`src/rtl/mem_req_arbiter_pkg.sv`:
```
// -----------------------------------------------------------------------------
// arb_pkg
// Shared definitions for the two-port memory request arbiter and its ordered
// ID queue.
//   ARB_NPORTS  number of upstream requesters (port 0 = fetch, port 1 = LSU)
//   ARB_QDEPTH  number of outstanding downstream requests tracked
//   ARB_CNT_W   width of the outstanding-request count (0..ARB_QDEPTH)
//   arb_id_t    owner ID recorded per outstanding request
//   arb_cnt_t   outstanding-request count
//   arb_lock_e  grant lock state (idle / held while downstream stalls)
// -----------------------------------------------------------------------------
package arb_pkg;

  localparam int ARB_NPORTS = 2;
  localparam int ARB_QDEPTH = 2;
  localparam int ARB_CNT_W  = $clog2(ARB_QDEPTH + 1);

  typedef logic                 arb_id_t;
  typedef logic [ARB_CNT_W-1:0] arb_cnt_t;

  typedef enum logic {
    LOCK_IDLE = 1'b0,
    LOCK_HELD = 1'b1
  } arb_lock_e;

endpackage

```
`src/rtl/mem_req_arbiter_if.sv`:
```
// -----------------------------------------------------------------------------
// mem_req_arbiter_if
// One memory request/response channel: valid/ready request with payload and a
// response path without backpressure.
//   req_addr/req_wdata/req_wen  request payload (AW / DW / 1)
//   req_valid/req_ready         request handshake
//   resp_rdata/resp_valid       response data and strobe
// Modports:
//   master  issues requests, consumes responses (a requester, or the arbiter
//           facing the downstream memory)
//   slave   accepts requests, returns responses (the arbiter facing a
//           requester, or the memory)
// -----------------------------------------------------------------------------
interface mem_req_arbiter_if #(
  parameter int AW = 64,
  parameter int DW = 64
);

  logic [AW-1:0] req_addr;
  logic [DW-1:0] req_wdata;
  logic          req_wen;
  logic          req_valid;
  logic          req_ready;
  logic [DW-1:0] resp_rdata;
  logic          resp_valid;

  modport master (
    output req_addr,
    output req_wdata,
    output req_wen,
    output req_valid,
    input  req_ready,
    input  resp_rdata,
    input  resp_valid
  );

  modport slave (
    input  req_addr,
    input  req_wdata,
    input  req_wen,
    input  req_valid,
    output req_ready,
    output resp_rdata,
    output resp_valid
  );

endinterface

```
`src/rtl/mem_req_arbiter_id_queue.sv`:
```
// -----------------------------------------------------------------------------
// arb_id_queue
// Ordered queue of owner IDs, ARB_QDEPTH entries deep, implemented as a
// shift-down register file: entry 0 is always the head.
// Ports:
//   clk, rst_n   clock, asynchronous active-low reset
//   push, din    append din at the tail (ignored when full)
//   pop          drop the head (ignored when empty)
//   dout         current head entry
//   empty, full  occupancy flags
//   count        number of valid entries
// Push and pop in the same cycle keep the count and preserve order.
// -----------------------------------------------------------------------------
module arb_id_queue
  import arb_pkg::*;
(
  input  logic     clk,
  input  logic     rst_n,
  input  logic     push,
  input  logic     pop,
  input  arb_id_t  din,
  output arb_id_t  dout,
  output logic     empty,
  output logic     full,
  output arb_cnt_t count
);

  logic [ARB_QDEPTH-1:0] entry_reg;
  logic [ARB_QDEPTH-1:0] entry_next;
  arb_cnt_t              count_reg;
  arb_cnt_t              count_next;
  arb_cnt_t              wr_idx;
  logic                  push_ok;
  logic                  pop_ok;

  assign empty   = (count_reg == '0);
  assign full    = (count_reg == arb_cnt_t'(ARB_QDEPTH));
  assign push_ok = push && !full;
  assign pop_ok  = pop && !empty;

  // The tail slot after this cycle's pop: a simultaneous pop shifts the
  // survivors down first, so the new entry lands one slot lower.
  assign wr_idx = count_reg - arb_cnt_t'(pop_ok);

  genvar gi;
  generate
    for (gi = 0; gi < ARB_QDEPTH; gi++) begin : g_entry
      arb_id_t shift_in;
      if (gi == ARB_QDEPTH - 1) begin : g_last
        assign shift_in = 1'b0;
      end else begin : g_mid
        assign shift_in = entry_reg[gi+1];
      end

      assign entry_next[gi] = (push_ok && (wr_idx == arb_cnt_t'(gi))) ? din      :
                              pop_ok                                  ? shift_in :
                                                                        entry_reg[gi];
    end
  endgenerate

  assign count_next = count_reg + arb_cnt_t'(push_ok) - arb_cnt_t'(pop_ok);

  always_ff @(posedge clk or negedge rst_n) begin
    if (!rst_n) begin
      entry_reg <= '0;
      count_reg <= '0;
    end else begin
      entry_reg <= entry_next;
      count_reg <= count_next;
    end
  end

  assign dout  = entry_reg[0];
  assign count = count_reg;

endmodule

```
`src/rtl/mem_req_arbiter.sv`:
```
// -----------------------------------------------------------------------------
// mem_req_arbiter
// Shares one downstream memory request/response port between two requesters
// (port 0 = instruction fetch, port 1 = load/store). Grant selection is
// combinational and is held on the stalled requester while the downstream
// port refuses a request. An ordered ID queue remembers the owner of each
// outstanding request so in-order responses are routed back to it.
// Ports:
//   clk, rst_n  clock, asynchronous active-low reset
//   s0, s1      requester channels (slave modport of mem_req_arbiter_if)
//   m           downstream memory channel (master modport)
//   err         sticky: a response arrived with nothing outstanding
// Parameters:
//   AW, DW      address / data width; must match the interface instances
// Build option:
//   ARB_ROUND_ROBIN_EN  defined: ties alternate (fair round-robin).
//                       undefined: ties always go to port 0.
// -----------------------------------------------------------------------------
module mem_req_arbiter
  import arb_pkg::*;
#(
  parameter int AW = 64,
  parameter int DW = 64
) (
  input  logic                     clk,
  input  logic                     rst_n,
  mem_req_arbiter_if.slave         s0,
  mem_req_arbiter_if.slave         s1,
  mem_req_arbiter_if.master        m,
  output logic                     err
);

  logic [ARB_NPORTS-1:0] req_valid;
  logic [ARB_NPORTS-1:0] req_ready;
  logic [ARB_NPORTS-1:0] resp_valid;

  arb_id_t   sel;
  arb_id_t   tie_sel;
  arb_id_t   head_id;
  arb_id_t   lock_id_reg;
  arb_lock_e state_reg;
  arb_lock_e state_next;
  logic      lock_active;

  logic      q_empty;
  logic      q_full;
  arb_cnt_t  q_count;
  logic      below_full;
  logic      handshake;
  logic      stall;
  logic      push;
  logic      pop;
  logic      err_reg;

  logic [AW-1:0] addr_mux;
  logic [DW-1:0] wdata_mux;
  logic          wen_mux;

  assign req_valid = {s1.req_valid, s0.req_valid};

  // Uses the registered count only: a pop in the same cycle does not open a
  // slot until the next cycle, keeping m_req_valid off the response path.
  assign below_full = (q_count < arb_cnt_t'(ARB_QDEPTH));

  // ---------------------------------------------------------------------------
  // Tie resolution
  // ---------------------------------------------------------------------------
`ifdef ARB_ROUND_ROBIN_EN
  arb_id_t rr_last_reg;

  // Reset to port 1 so that port 0 wins the first tie.
  always_ff @(posedge clk or negedge rst_n) begin
    if (!rst_n) begin
      rr_last_reg <= 1'b1;
    end else if (handshake) begin
      rr_last_reg <= sel;
    end
  end

  assign tie_sel = ~rr_last_reg;
`else
  assign tie_sel = 1'b0;
`endif

  // ---------------------------------------------------------------------------
  // Grant selection
  // ---------------------------------------------------------------------------
  always_comb begin
    sel = tie_sel;
    if (lock_active) begin
      sel = lock_id_reg;
    end else if (req_valid == 2'b01) begin
      sel = 1'b0;
    end else if (req_valid == 2'b10) begin
      sel = 1'b1;
    end
  end

  assign addr_mux  = sel ? s1.req_addr  : s0.req_addr;
  assign wdata_mux = sel ? s1.req_wdata : s0.req_wdata;
  assign wen_mux   = sel ? s1.req_wen   : s0.req_wen;

  assign m.req_addr  = addr_mux;
  assign m.req_wdata = wdata_mux;
  assign m.req_wen   = wen_mux;
  assign m.req_valid = req_valid[sel] && below_full;

  assign handshake = m.req_valid && m.req_ready;
  assign stall     = m.req_valid && !m.req_ready;

  // ---------------------------------------------------------------------------
  // Per-port ready and response steering
  // ---------------------------------------------------------------------------
  genvar gi;
  generate
    for (gi = 0; gi < ARB_NPORTS; gi++) begin : g_port
      assign req_ready[gi]  = (sel == arb_id_t'(gi)) && m.req_ready &&
                              below_full && req_valid[gi];
      assign resp_valid[gi] = m.resp_valid && !q_empty &&
                              (head_id == arb_id_t'(gi));
    end
  endgenerate

  assign s0.req_ready  = req_ready[0];
  assign s1.req_ready  = req_ready[1];
  assign s0.resp_valid = resp_valid[0];
  assign s1.resp_valid = resp_valid[1];
  assign s0.resp_rdata = m.resp_rdata;
  assign s1.resp_rdata = m.resp_rdata;

  // ---------------------------------------------------------------------------
  // Grant lock FSM: hold the grant on a requester the downstream has stalled
  // so its payload cannot be swapped out from under the memory port.
  // ---------------------------------------------------------------------------
  always_ff @(posedge clk or negedge rst_n) begin
    if (!rst_n) begin
      state_reg <= LOCK_IDLE;
    end else begin
      state_reg <= state_next;
    end
  end

  always_comb begin
    state_next = state_reg;
    if (handshake) begin
      state_next = LOCK_IDLE;
    end else if (stall) begin
      state_next = LOCK_HELD;
    end
  end

  always_comb begin
    lock_active = (state_reg == LOCK_HELD);
  end

  always_ff @(posedge clk or negedge rst_n) begin
    if (!rst_n) begin
      lock_id_reg <= 1'b0;
    end else if (stall) begin
      lock_id_reg <= sel;
    end
  end

  // ---------------------------------------------------------------------------
  // Outstanding request owners
  // ---------------------------------------------------------------------------
  assign push = handshake && !q_full;
  assign pop  = m.resp_valid && !q_empty;

  arb_id_queue u_id_queue (
    .clk   (clk),
    .rst_n (rst_n),
    .push  (push),
    .pop   (pop),
    .din   (sel),
    .dout  (head_id),
    .empty (q_empty),
    .full  (q_full),
    .count (q_count)
  );

  // Sticky until reset: a response with no recorded owner is dropped.
  always_ff @(posedge clk or negedge rst_n) begin
    if (!rst_n) begin
      err_reg <= 1'b0;
    end else if (m.resp_valid && q_empty) begin
      err_reg <= 1'b1;
    end
  end

  assign err = err_reg;

endmodule
```
`src/flat_wrapper.sv`:
```
// flat-port wrapper written by rule: the top's interface ports become plain ports
module mem_req_arbiter_flat import arb_pkg::*;
#(
  parameter int AW = 64,
  parameter int DW = 64
)
  (clk, rst_n, err, s0_req_addr, s0_req_wdata, s0_req_wen, s0_req_valid, s0_req_ready, s0_resp_rdata, s0_resp_valid, s1_req_addr, s1_req_wdata, s1_req_wen, s1_req_valid, s1_req_ready, s1_resp_rdata, s1_resp_valid, m_req_addr, m_req_wdata, m_req_wen, m_req_valid, m_req_ready, m_resp_rdata, m_resp_valid);
  mem_req_arbiter_if #(.AW(AW), .DW(DW)) s0_i ();
  mem_req_arbiter_if #(.AW(AW), .DW(DW)) s1_i ();
  mem_req_arbiter_if #(.AW(AW), .DW(DW)) m_i ();
  input  logic clk;
  input  logic rst_n;
  output logic err;
  input wire logic [$bits(s0_i.req_addr)-1:0] s0_req_addr;
  input wire logic [$bits(s0_i.req_wdata)-1:0] s0_req_wdata;
  input wire logic [$bits(s0_i.req_wen)-1:0] s0_req_wen;
  input wire logic [$bits(s0_i.req_valid)-1:0] s0_req_valid;
  output wire logic [$bits(s0_i.req_ready)-1:0] s0_req_ready;
  output wire logic [$bits(s0_i.resp_rdata)-1:0] s0_resp_rdata;
  output wire logic [$bits(s0_i.resp_valid)-1:0] s0_resp_valid;
  input wire logic [$bits(s1_i.req_addr)-1:0] s1_req_addr;
  input wire logic [$bits(s1_i.req_wdata)-1:0] s1_req_wdata;
  input wire logic [$bits(s1_i.req_wen)-1:0] s1_req_wen;
  input wire logic [$bits(s1_i.req_valid)-1:0] s1_req_valid;
  output wire logic [$bits(s1_i.req_ready)-1:0] s1_req_ready;
  output wire logic [$bits(s1_i.resp_rdata)-1:0] s1_resp_rdata;
  output wire logic [$bits(s1_i.resp_valid)-1:0] s1_resp_valid;
  output wire logic [$bits(m_i.req_addr)-1:0] m_req_addr;
  output wire logic [$bits(m_i.req_wdata)-1:0] m_req_wdata;
  output wire logic [$bits(m_i.req_wen)-1:0] m_req_wen;
  output wire logic [$bits(m_i.req_valid)-1:0] m_req_valid;
  input wire logic [$bits(m_i.req_ready)-1:0] m_req_ready;
  input wire logic [$bits(m_i.resp_rdata)-1:0] m_resp_rdata;
  input wire logic [$bits(m_i.resp_valid)-1:0] m_resp_valid;
  assign s0_i.req_addr = s0_req_addr;
  assign s0_i.req_wdata = s0_req_wdata;
  assign s0_i.req_wen = s0_req_wen;
  assign s0_i.req_valid = s0_req_valid;
  assign s0_req_ready = s0_i.req_ready;
  assign s0_resp_rdata = s0_i.resp_rdata;
  assign s0_resp_valid = s0_i.resp_valid;
  assign s1_i.req_addr = s1_req_addr;
  assign s1_i.req_wdata = s1_req_wdata;
  assign s1_i.req_wen = s1_req_wen;
  assign s1_i.req_valid = s1_req_valid;
  assign s1_req_ready = s1_i.req_ready;
  assign s1_resp_rdata = s1_i.resp_rdata;
  assign s1_resp_valid = s1_i.resp_valid;
  assign m_req_addr = m_i.req_addr;
  assign m_req_wdata = m_i.req_wdata;
  assign m_req_wen = m_i.req_wen;
  assign m_req_valid = m_i.req_valid;
  assign m_i.req_ready = m_req_ready;
  assign m_i.resp_rdata = m_resp_rdata;
  assign m_i.resp_valid = m_resp_valid;
  mem_req_arbiter #(.AW(AW), .DW(DW)) u_core (.clk(clk), .rst_n(rst_n), .s0(s0_i), .s1(s1_i), .m(m_i), .err(err));
endmodule
```
`config.mk`:
```
export PLATFORM = sky130hd
export DESIGN_NAME = mem_req_arbiter_flat
export DESIGN_NICKNAME = d
export VERILOG_FILES = /design/src/rtl/mem_req_arbiter_pkg.sv /design/src/rtl/mem_req_arbiter_if.sv /design/src/rtl/mem_req_arbiter_id_queue.sv /design/src/rtl/mem_req_arbiter.sv /design/src/flat_wrapper.sv
export SDC_FILE = /design/constraint.sdc
export NUM_CORES = 1
export LEC_CHECK = 0
export CELL_PAD_IN_SITES_DETAIL_PLACEMENT = 1
export CELL_PAD_IN_SITES_GLOBAL_PLACEMENT = 1
export CORE_AREA = 2 2 231 233
export CTS_CLUSTER_DIAMETER = 30
export DETAILED_ROUTE_END_ITERATION = 6
export DIE_AREA = 0 0 233 235
export GPL_ROUTABILITY_DRIVEN = 0
export PLACE_DENSITY_LB_ADDON = 0.15
export REMOVE_ABC_BUFFERS = 1
export SLEW_MARGIN = 25
export SYNTH_ARGS = -nofsm -noshare
export SYNTH_HDL_FRONTEND = slang
export SYNTH_HIERARCHICAL = 1
export SYNTH_SLANG_ARGS = --single-unit
```
`constraint.sdc`:
```
create_clock -name clk -period 1.8 [get_ports clk]
set_clock_uncertainty 0.1 [all_clocks]
set_input_delay 0.36 -clock clk [delete_from_list [all_inputs] [get_ports clk]]
set_output_delay 0.36 -clock clk [all_outputs]
set_load 0.03 [all_outputs]
```
# Word level (Yosys, flattened, before mapping)
# Index checks and enable logic that the tools add are counted.
[word_totals] regBits=7
[op_classes] muxes=14 n_reduce_logical=26 add_sub_neg=3 order_cmp=2 bitwise=2 n_eq_ne=4
[ops] operator="64-bit 2-to-1 mux" n=2
[ops] operator="1-bit logical AND" n=18
[ops] operator="1-bit 2-to-1 mux" n=12
[ops] operator="2-bit nonzero test" n=3
[ops] operator="2-bit by 1-bit == test with 1-bit output (second input constant)" n=2
[ops] operator="2-bit == test (second input constant)" n=2
[ops] operator="2-bit zero test" n=2
[ops] operator="2-bit by 1-bit subtractor with 2-bit output" n=2
[ops] operator="1-bit zero test" n=3
[ops] operator="2-bit by 1-bit adder with 2-bit output" n=1
[ops] operator="1-bit by 2-bit less-than comparator with 1-bit output (second input constant)" n=1
[ops] operator="2-bit less-than comparator (second input constant)" n=1
[ops] operator="1-bit inverter" n=2

# Depth between registers and ports, before layout
[depth] depth_word=12 depth_mapped=9 ltp_nobuf=9

# Cells and area by module
# Netlist, hierarchy kept.
[modules_own_cells] mod="mem_req_arbiter" n_inst=1 cells_per_inst=298 area_per_inst_um2=3178.0 seq_area_each_um2=75.1
[modules_own_cells] mod="arb_id_queue" n_inst=1 cells_per_inst=26 area_per_inst_um2=254.0 seq_area_each_um2=100.1

# Worst setup path after synthesis
# OpenSTA, ideal clock, no wires.
[synth_path] path_type="register to register" from="register u_core.state_reg, in the netlist u_core/lock_active" to="register u_core.u_id_queue.count_reg[1], in the netlist u_core/u_id_queue/count[1]" setup_ns=0.129 path_stages_with_launch=10 n_path_buf=0 required_time_ns=1.571 arrival_time_ns=1.763 path_slack_ns=-0.193 path_cell_list="dfrtp_1 a21boi_0 o22ai_1 nor3b_1 nand2b_1 ha_1 inv_1 ha_1 xnor2_1 xnor2_1"
[synth_between] elab_chain_cells=9
[synth_rtl] element="start: declaration" line_no="mem_req_arbiter.sv:41" source="arb_lock_e state_reg;"
[synth_rtl] element="start signal: assignment" line_no="mem_req_arbiter.sv:139" source="state_reg <= state_next;"
[synth_rtl] element="1-bit 2-to-1 mux" line_no="mem_req_arbiter.sv:90" source="if (lock_active) begin"
[synth_rtl] element="1-bit 2-to-1 mux (implied by the code) (2 in series)" line_no="mem_req_arbiter.sv:106" source="assign m.req_valid = req_valid[sel] && below_full;"
[synth_rtl] element="1-bit logical AND" line_no="mem_req_arbiter.sv:106"
[synth_rtl] element="1-bit logical AND" line_no="mem_req_arbiter.sv:108" source="assign handshake = m.req_valid && m.req_ready;"
[synth_rtl] element="1-bit logical AND" line_no="mem_req_arbiter.sv:167" source="assign push = handshake && !q_full;"
[synth_rtl] element="via u_core.push" line_no="mem_req_arbiter.sv:51" source="logic push;"
[synth_rtl] element="1-bit logical AND" line_no="mem_req_arbiter_id_queue.sv:38" source="assign push_ok = push && !full;"
[synth_rtl] element="2-bit by 1-bit adder with 2-bit output" line_no="mem_req_arbiter_id_queue.sv:61" source="assign count_next = count_reg + arb_cnt_t'(push_ok) - arb_cnt_t'(pop_ok);"
[synth_rtl] element="2-bit by 1-bit subtractor with 2-bit output" line_no="mem_req_arbiter_id_queue.sv:61"
[synth_rtl] element="via u_core.u_id_queue.count_next[1]" line_no="mem_req_arbiter_id_queue.sv:31" source="arb_cnt_t count_next;"
[synth_rtl] element="end signal: assignment" line_no="mem_req_arbiter_id_queue.sv:69" source="count_reg <= count_next;"
[synth_rtl] element="end: declaration" line_no="mem_req_arbiter_id_queue.sv:30" source="arb_cnt_t count_reg;"
# The timed path passes the listed nets, and every way through them passes these cells. The select of a mux whose other input is x is not followed.
# A chain may end at the register's enable or synchronous reset.

# Worst setup path in the final report
[layout_path] from="register u_core.state_reg, in the netlist u_core/lock_active" to="output m_req_addr[19]"
[layout_between] elab_chain_cells=2
[layout_rtl] element="1-bit 2-to-1 mux" line_no="mem_req_arbiter.sv:90"
[layout_rtl] element="64-bit 2-to-1 mux" line_no="mem_req_arbiter.sv:99" source="assign addr_mux = sel ? s1.req_addr : s0.req_addr;"
[layout_rtl] element="end: declaration" line_no="flat_wrapper.sv:28" source="output wire logic [$bits(m_i.req_addr)-1:0] m_req_addr;"
# No other way between the ends.

==> flow_summary_export.csv <==
group,metric,value,unit
timing,clock.fmax,417,MHz
critical_path,rr_worst_depth,12,
detailed_routing,viasPerCell,2.89,
timing,worst_pin_slew,0.409,ns
clocking,htreeDepth,1,
timing,slew_viol_final,0,
timing,rsz0062_at_grt,"yes",
layout,most-common-layout-cells,"clkdlybuf4s50_1 (261), buf_6 (158), mux2_4 (128)",
global_routing,overflow,0,
pwr,p_leak,3.88,nW
synthesis,yosysWarnings,6,
synthesis,syn_area_per_cell,10.6,sq um
clocking,path_clk_slew,0.04,ns
timing,finalHoldViolCount,0,
outcome,status,"complete, but fails checks",
placement,port_buffers,398,
timing,fin_tns_setup,-68.98,ns
clocking,cts-root-buf,"clkbuf_16",
detailed_routing,wirelength,29900,um
detailed_routing,drtIter0Drc,80,
critical_path,worst_setup_path_start_kind,"flop",
floorplan,start_util,6.57,%
floorplan,die-area,54800,sq um
layout,fin_area,8730,sq um
clocking,clk_latency,0.23,ns
critical_path,r2r_start,"u_core/lock_active",
global_routing,grt_pass1_wl,38100,um
floorplan,fp.dieW,233,um
critical_path,crit_buf_inv,5,
critical_path,critPathRequiredTime,1.34,ns
global_routing,grt_max_degree,10,
critical_path,critPathTopFamily,"buffers and inverters",
critical_path,r2r-end,"u_core/u_id_queue/count[1]",
pwr,netSwitchingPower,0.00493,W
hold_path,hold_class,"in -> async",
floorplan,ios,591,
critical_path,path_cells,"nand2_1, a21boi_4, buf_12, buf_12, buf_12, buf_8, mux2_4, buf_6",
clocking,clockBufferDepth,2,
layout,syn_to_final_growth,154,%
pwr,vdd_ir_drop_max,0.421,mV
critical_path,path_max_fanout,7,
global_routing,grt_antenna_before_repair,1,
timing,setup_viol,136,
pwr,swShare,41.8,%
global_routing,first_global_vias,4194,
critical_path,slowest_stage,"dfrtp_1",
floorplan,core-area,52200,sq um
placement,post_dp_cell_area,7340,sq um
layout,layout-drive-gt1-share,55.2,%
run,drv_cap,0,
pwr,p_seq_share,2.6,%
synthesis,synth.distinct_cells,28,
timing,post-route-period-util,133,%
clocking,clock-sinks,7,
timing,fin_ws,-0.597,ns
pwr,comb_power_share,94.2,%
floorplan,row_count,84,
pwr,p_int,0.00686,W
timing,period_minus_slack,2.40,ns
detailed_routing,wl_per_cell,22.0,um
detailed_routing,drc,0,
critical_path,worstPathArrival,1.94,ns
critical_path,crit_type,"reg -> out",
pwr,power_density,1350,nW/um^2
layout,instances_no_fill,1358,
floorplan,die_h,235,um
critical_path,end_kind,"primary output",
critical_path,max_stage_delay,0.40,ns
detailed_routing,ant_nets,0,
placement,dpl.cell_count,1309,
pwr,total_power,0.0118,W
outcome,violations,"setup timing",
synthesis,syn-cell-area,3430,sq um
timing,relSlewSlack,72.6,%
critical_path,path_common_cell,"buf_12",
critical_path,r2r_slack,-0.45,ns
detailed_routing,vias,3926,
synthesis,synth-seq-cells,7,
synthesis,ys_seq_area_share,5.10,%
placement,dp_hpwl,25500,um
detailed_routing,dr.pass1.iters,4,
layout,final_nets,1001,
synthesis,syn_inst,324,
layout,final_common_cell,"clkdlybuf4s50_1",
clocking,cts_tree,"yes",
global_routing,gr-usage-all-layers,10.2,%
pwr,p_clk_share,3.3,%
clocking,cts_buffers,3,
## per-layer routing
| layer | global-route usage [%] | part of all wire (%) |
|---|---|---|
| met5 | 5.27 | 1.1 |
| met4 | 0.888 | 0.42 |
| met3 | 10.3 | 22 |
| met2 | 14.5 | 41 |
| met1 | 10.5 | 36 |
## power by group through the flow
stage,Clock [W],Sequential (W),Combinational [W]
floorplan,0,0.000296,0.00406
global placement,0,0.000292,0.00846
detailed placement,0,0.000289,0.00842
CTS,0.000406,0.000304,0.0112
global route,0.000410,0.000312,0.0117
finish,0.000389,0.000301,0.0111
## worst max-delay path by stage
stage	start	endpoint	slack (ns)	depth (start not counted)
final	u_core/lock_active	m_req_addr[19]	-0.60	8
after global routing	u_core/lock_active	m_req_addr[19]	-0.64	8
after CTS	u_core/lock_active	m_req_addr[19]	-0.64	8
after detailed placement	s0_req_valid	m_req_addr[7]	-1.13	7
after global placement	s0_req_valid	m_req_addr[16]	-1.13	7
after floorplan	s1_req_valid	s1_req_ready	-2.91	2
## kinds of logic (layout without fill, tap and decap cells)
kind of cell               count (synthesis)  in the layout  share of synthesized area (%)
adders and majority gates                  3              3                           1.09
other                                      0              1                              0
muxes                                    133            133                           53.1
AOI/OAI and AO/OA                         11             11                           2.33
xor gates and xnor gates                   2              2                          0.510
DFF                                        7              7                           5.10
buffers and inverters                    147            492                           34.7
and+or+nand+nor                           21             21                           3.17
## cells in the mapped netlist
master / instances / area share [%]
ha_1: 3 / 1.1
dfrtp_1: 7 / 5.1
mux2_2: 41 / 13
and3_1: 1 / 0.18
a21oi_1: 2 / 0.29
o21ai_1: 1 / 0.15
o22ai_1: 1 / 0.18
mux2_4: 88 / 38
xnor2_1: 2 / 0.51
a21boi_4: 1 / 0.55
mux2i_1: 4 / 1.2
o211ai_1: 1 / 0.22
buf_8: 2 / 0.87
o21ai_0: 2 / 0.29
buf_4: 128 / 28
nor2_1: 6 / 0.66
nor2b_1: 5 / 0.91
nor3_1: 1 / 0.15
buf_2: 4 / 0.58
a21o_1: 1 / 0.22
inv_1: 5 / 0.55
buf_12: 8 / 4.7
o31ai_1: 1 / 0.22
and2_1: 2 / 0.36
nor3b_1: 1 / 0.22
nand2_1: 3 / 0.33
nand2b_1: 2 / 0.36
a21boi_0: 1 / 0.22
## stage by stage
stage | hold WS [ns] | setup slack, ns | utilization (%)
after detailed placement | 0.347 | -1.13 | 14.1
after global placement | 0.344 | -1.13 | 14.1
after global routing | 0.361 | -0.644 | 16.7
after CTS | 0.352 | -0.642 | 16.5
final | 0.327 | -0.597 | 16.7
after floorplan | -0.0356 | -2.91 | -
## final cells by class
class	count	area, sq um
Clock buffer	4	78.8
Antenna cell	1	2.50
Inverter	5	18.8
Multi-Input combinational cell	170	2300
Timing Repair Buffer	483	5290
Fill cell	5972	43500
Sequential cell	7	176
Tap cell	688	861
## worst register-to-register path, stage by stage, from the launching register on
cell      delay, ns
dfrtp_1        0.40
buf_4          0.15
buf_6          0.10
buf_6          0.12
a21boi_4       0.17
o22ai_2        0.10
nor3b_2        0.19
nand2b_1       0.08
ha_1           0.27
inv_1          0.04
ha_2           0.17
xnor2_2        0.13
xnor2_1        0.12
## timing repair
item                       CTS  global route
hold buffers                 0             0
gates cloned                 5             1
setup endpoints to repair  138           137
resized for setup          569            35
pin swaps                   10             6
setup buffers               34            16
No activity file was read; power rests on OpenSTA's default activity.
==> edit: new RTL, same flow settings <==
`DW` is set to 64 in 3 places; all go to 68.
--- a/src/rtl/mem_req_arbiter_if.sv
+++ b/src/rtl/mem_req_arbiter_if.sv
@@ -13,7 +13,7 @@
 // -----------------------------------------------------------------------------
 interface mem_req_arbiter_if #(
   parameter int AW = 64,
-  parameter int DW = 64
+  parameter int DW = 68
 );
 
   logic [AW-1:0] req_addr;
--- a/src/rtl/mem_req_arbiter.sv
+++ b/src/rtl/mem_req_arbiter.sv
@@ -20,7 +20,7 @@
   import arb_pkg::*;
 #(
   parameter int AW = 64,
-  parameter int DW = 64
+  parameter int DW = 68
 ) (
   input  logic                     clk,
   input  logic                     rst_n,
--- a/src/flat_wrapper.sv
+++ b/src/flat_wrapper.sv
@@ -2,7 +2,7 @@
 module mem_req_arbiter_flat import arb_pkg::*;
 #(
   parameter int AW = 64,
-  parameter int DW = 64
+  parameter int DW = 68
 )
   (clk, rst_n, err, s0_req_addr, s0_req_wdata, s0_req_wen, s0_req_valid, s0_req_ready, s0_resp_rdata, s0_resp_valid, s1_req_addr, s1_req_wdata, s1_req_wen, s1_req_valid, s1_req_ready, s1_resp_rdata, s1_resp_valid, m_req_addr, m_req_wdata, m_req_wen, m_req_valid, m_req_ready, m_resp_rdata, m_resp_valid);
   mem_req_arbiter_if #(.AW(AW), .DW(DW)) s0_i ();
Interface: changed (6 resized); port bits go from 591 to 615. No check against the original RTL was run, so the function may have changed too.
==> edit against the original RTL <==
- wire length grew 14%
- largest power group unchanged
- setup slack lost 0.023 ns
- synthesized area shrank 3.2%
- largest cell class unchanged
- clock power shrank 1%
- total power grew 2.8%
- critical endpoint is now m_req_wdata[56]
- highest routed layer unchanged
- final area grew 1.7%
- sequential cell count is the same
- the run still ends with negative setup slack left
- core utilization grew 0.29 points
==> edit: results (changes against the original RTL) <==
multi_input_gates: 174  # +2.4%
finalSetupTns_ns: -72.65  # -3.669 ns
drtIter0Drc: 148  # +85%
grt_pass1_wl_mm: 42.77  # +12%
nNetsFinal: 1027  # +2.6%
ys_top_cells_by_area: "buf_4 (33%), mux2_2 (29%), mux2_4 (22%)"
multiInputGateArea_um2: 2338  # +1.5%
max_freq_mhz: 413.4  # -0.93%
setup-violations-final: 140  # +2.9%
synth_area_um2: 3323  # -3.2%
status: "complete, but fails checks"
synthMuxAreaShare: 0.5169  # -0.01423
peakVddDrop_uv: 487.3  # +16%
avgSynthCellArea_um2: 9.861  # -6.9%
worstMarginPinSlew_ns: 0.3682  # -0.04094 ns
post_cts.repair.setup_buffers: 38  # +12%
place_ws_ns: -1.123  # +0.004040 ns
synth_common_cells: "buf_4 (144), mux2_2 (85), mux2_4 (48), dfrtp_1 (7), nor2_1 (6)"
stdcell_count: 1374  # +1.2%
grt_pass1_vias: 4713  # +12%
cp_slowest_stage_delay_ns: 0.42  # +0.02 ns
met2_usage: 0.1596  # +0.01488
violations: "negative setup slack"
use_met3: 0.1155  # +0.01238
synth-compound-area-share: 0.02071  # -0.002624
synth_cell_types: 27  # -3.6%
ys_seq_area_frac: 0.05271  # +0.001672
power.leakage_nw: 3.931  # +1.3%
synthXorXnorAreaFrac: 0.005271  # +0.0001672
setup_ws_ns: -0.6191  # -0.02256 ns
grt_util_met1: 0.1228  # +0.01823
antenna_found_initial: 3  # +2
dp_hpwl_mm: 28.21  # +11%
wl_per_cell_um: 24.81  # +13%
buffers: 493  # +2.1%
dr_wl_met3_mm: 6.941  # +4.7%
met1_length_mm: 12.83  # +20%
diodes: 3  # +2
crit_fanout: 5  # -2
crit_arrival_ns: 1.96  # +0.02 ns
grt_max_degree: 19  # +9
signal_buffer_area_fraction: 0.6079  # +0.002158
edit: cell types whose count changed after synthesis, sizes merged:
cell	change
mux2	+4
buf	+9
edit: power by group:
group / total [mW] / internal [mW] / switching [mW] / leakage [nW]
logic: 11.4 / 6.44 / 4.98 / 3.81
clock network: 0.384 / 0.295 / 0.0888 / 0.0382
registers: 0.321 / 0.230 / 0.0909 / 0.0814
total: 12.1 / 6.96 / 5.16 / 3.93
edit: path summary, 6_finish.rpt:
kind / depth (start not counted) / slack [ns] / end / from
setup / recovery: 9 / -0.62 / m_req_wdata[56] / u_core/lock_active
hold / removal: 1 / 0.31 / u_core/u_id_queue/count[0] / rst_n
setup reg to reg: 11 / -0.40 / u_core/u_id_queue/count[1] / u_core/lock_active
hold reg to reg: 1 / 0.37 / u_core/err / u_core/err
max in group asynchronous: 1 / 1.00 / u_core/lock_active / rst_n
min in group clk: 1 / 0.37 / u_core/err / u_core/err
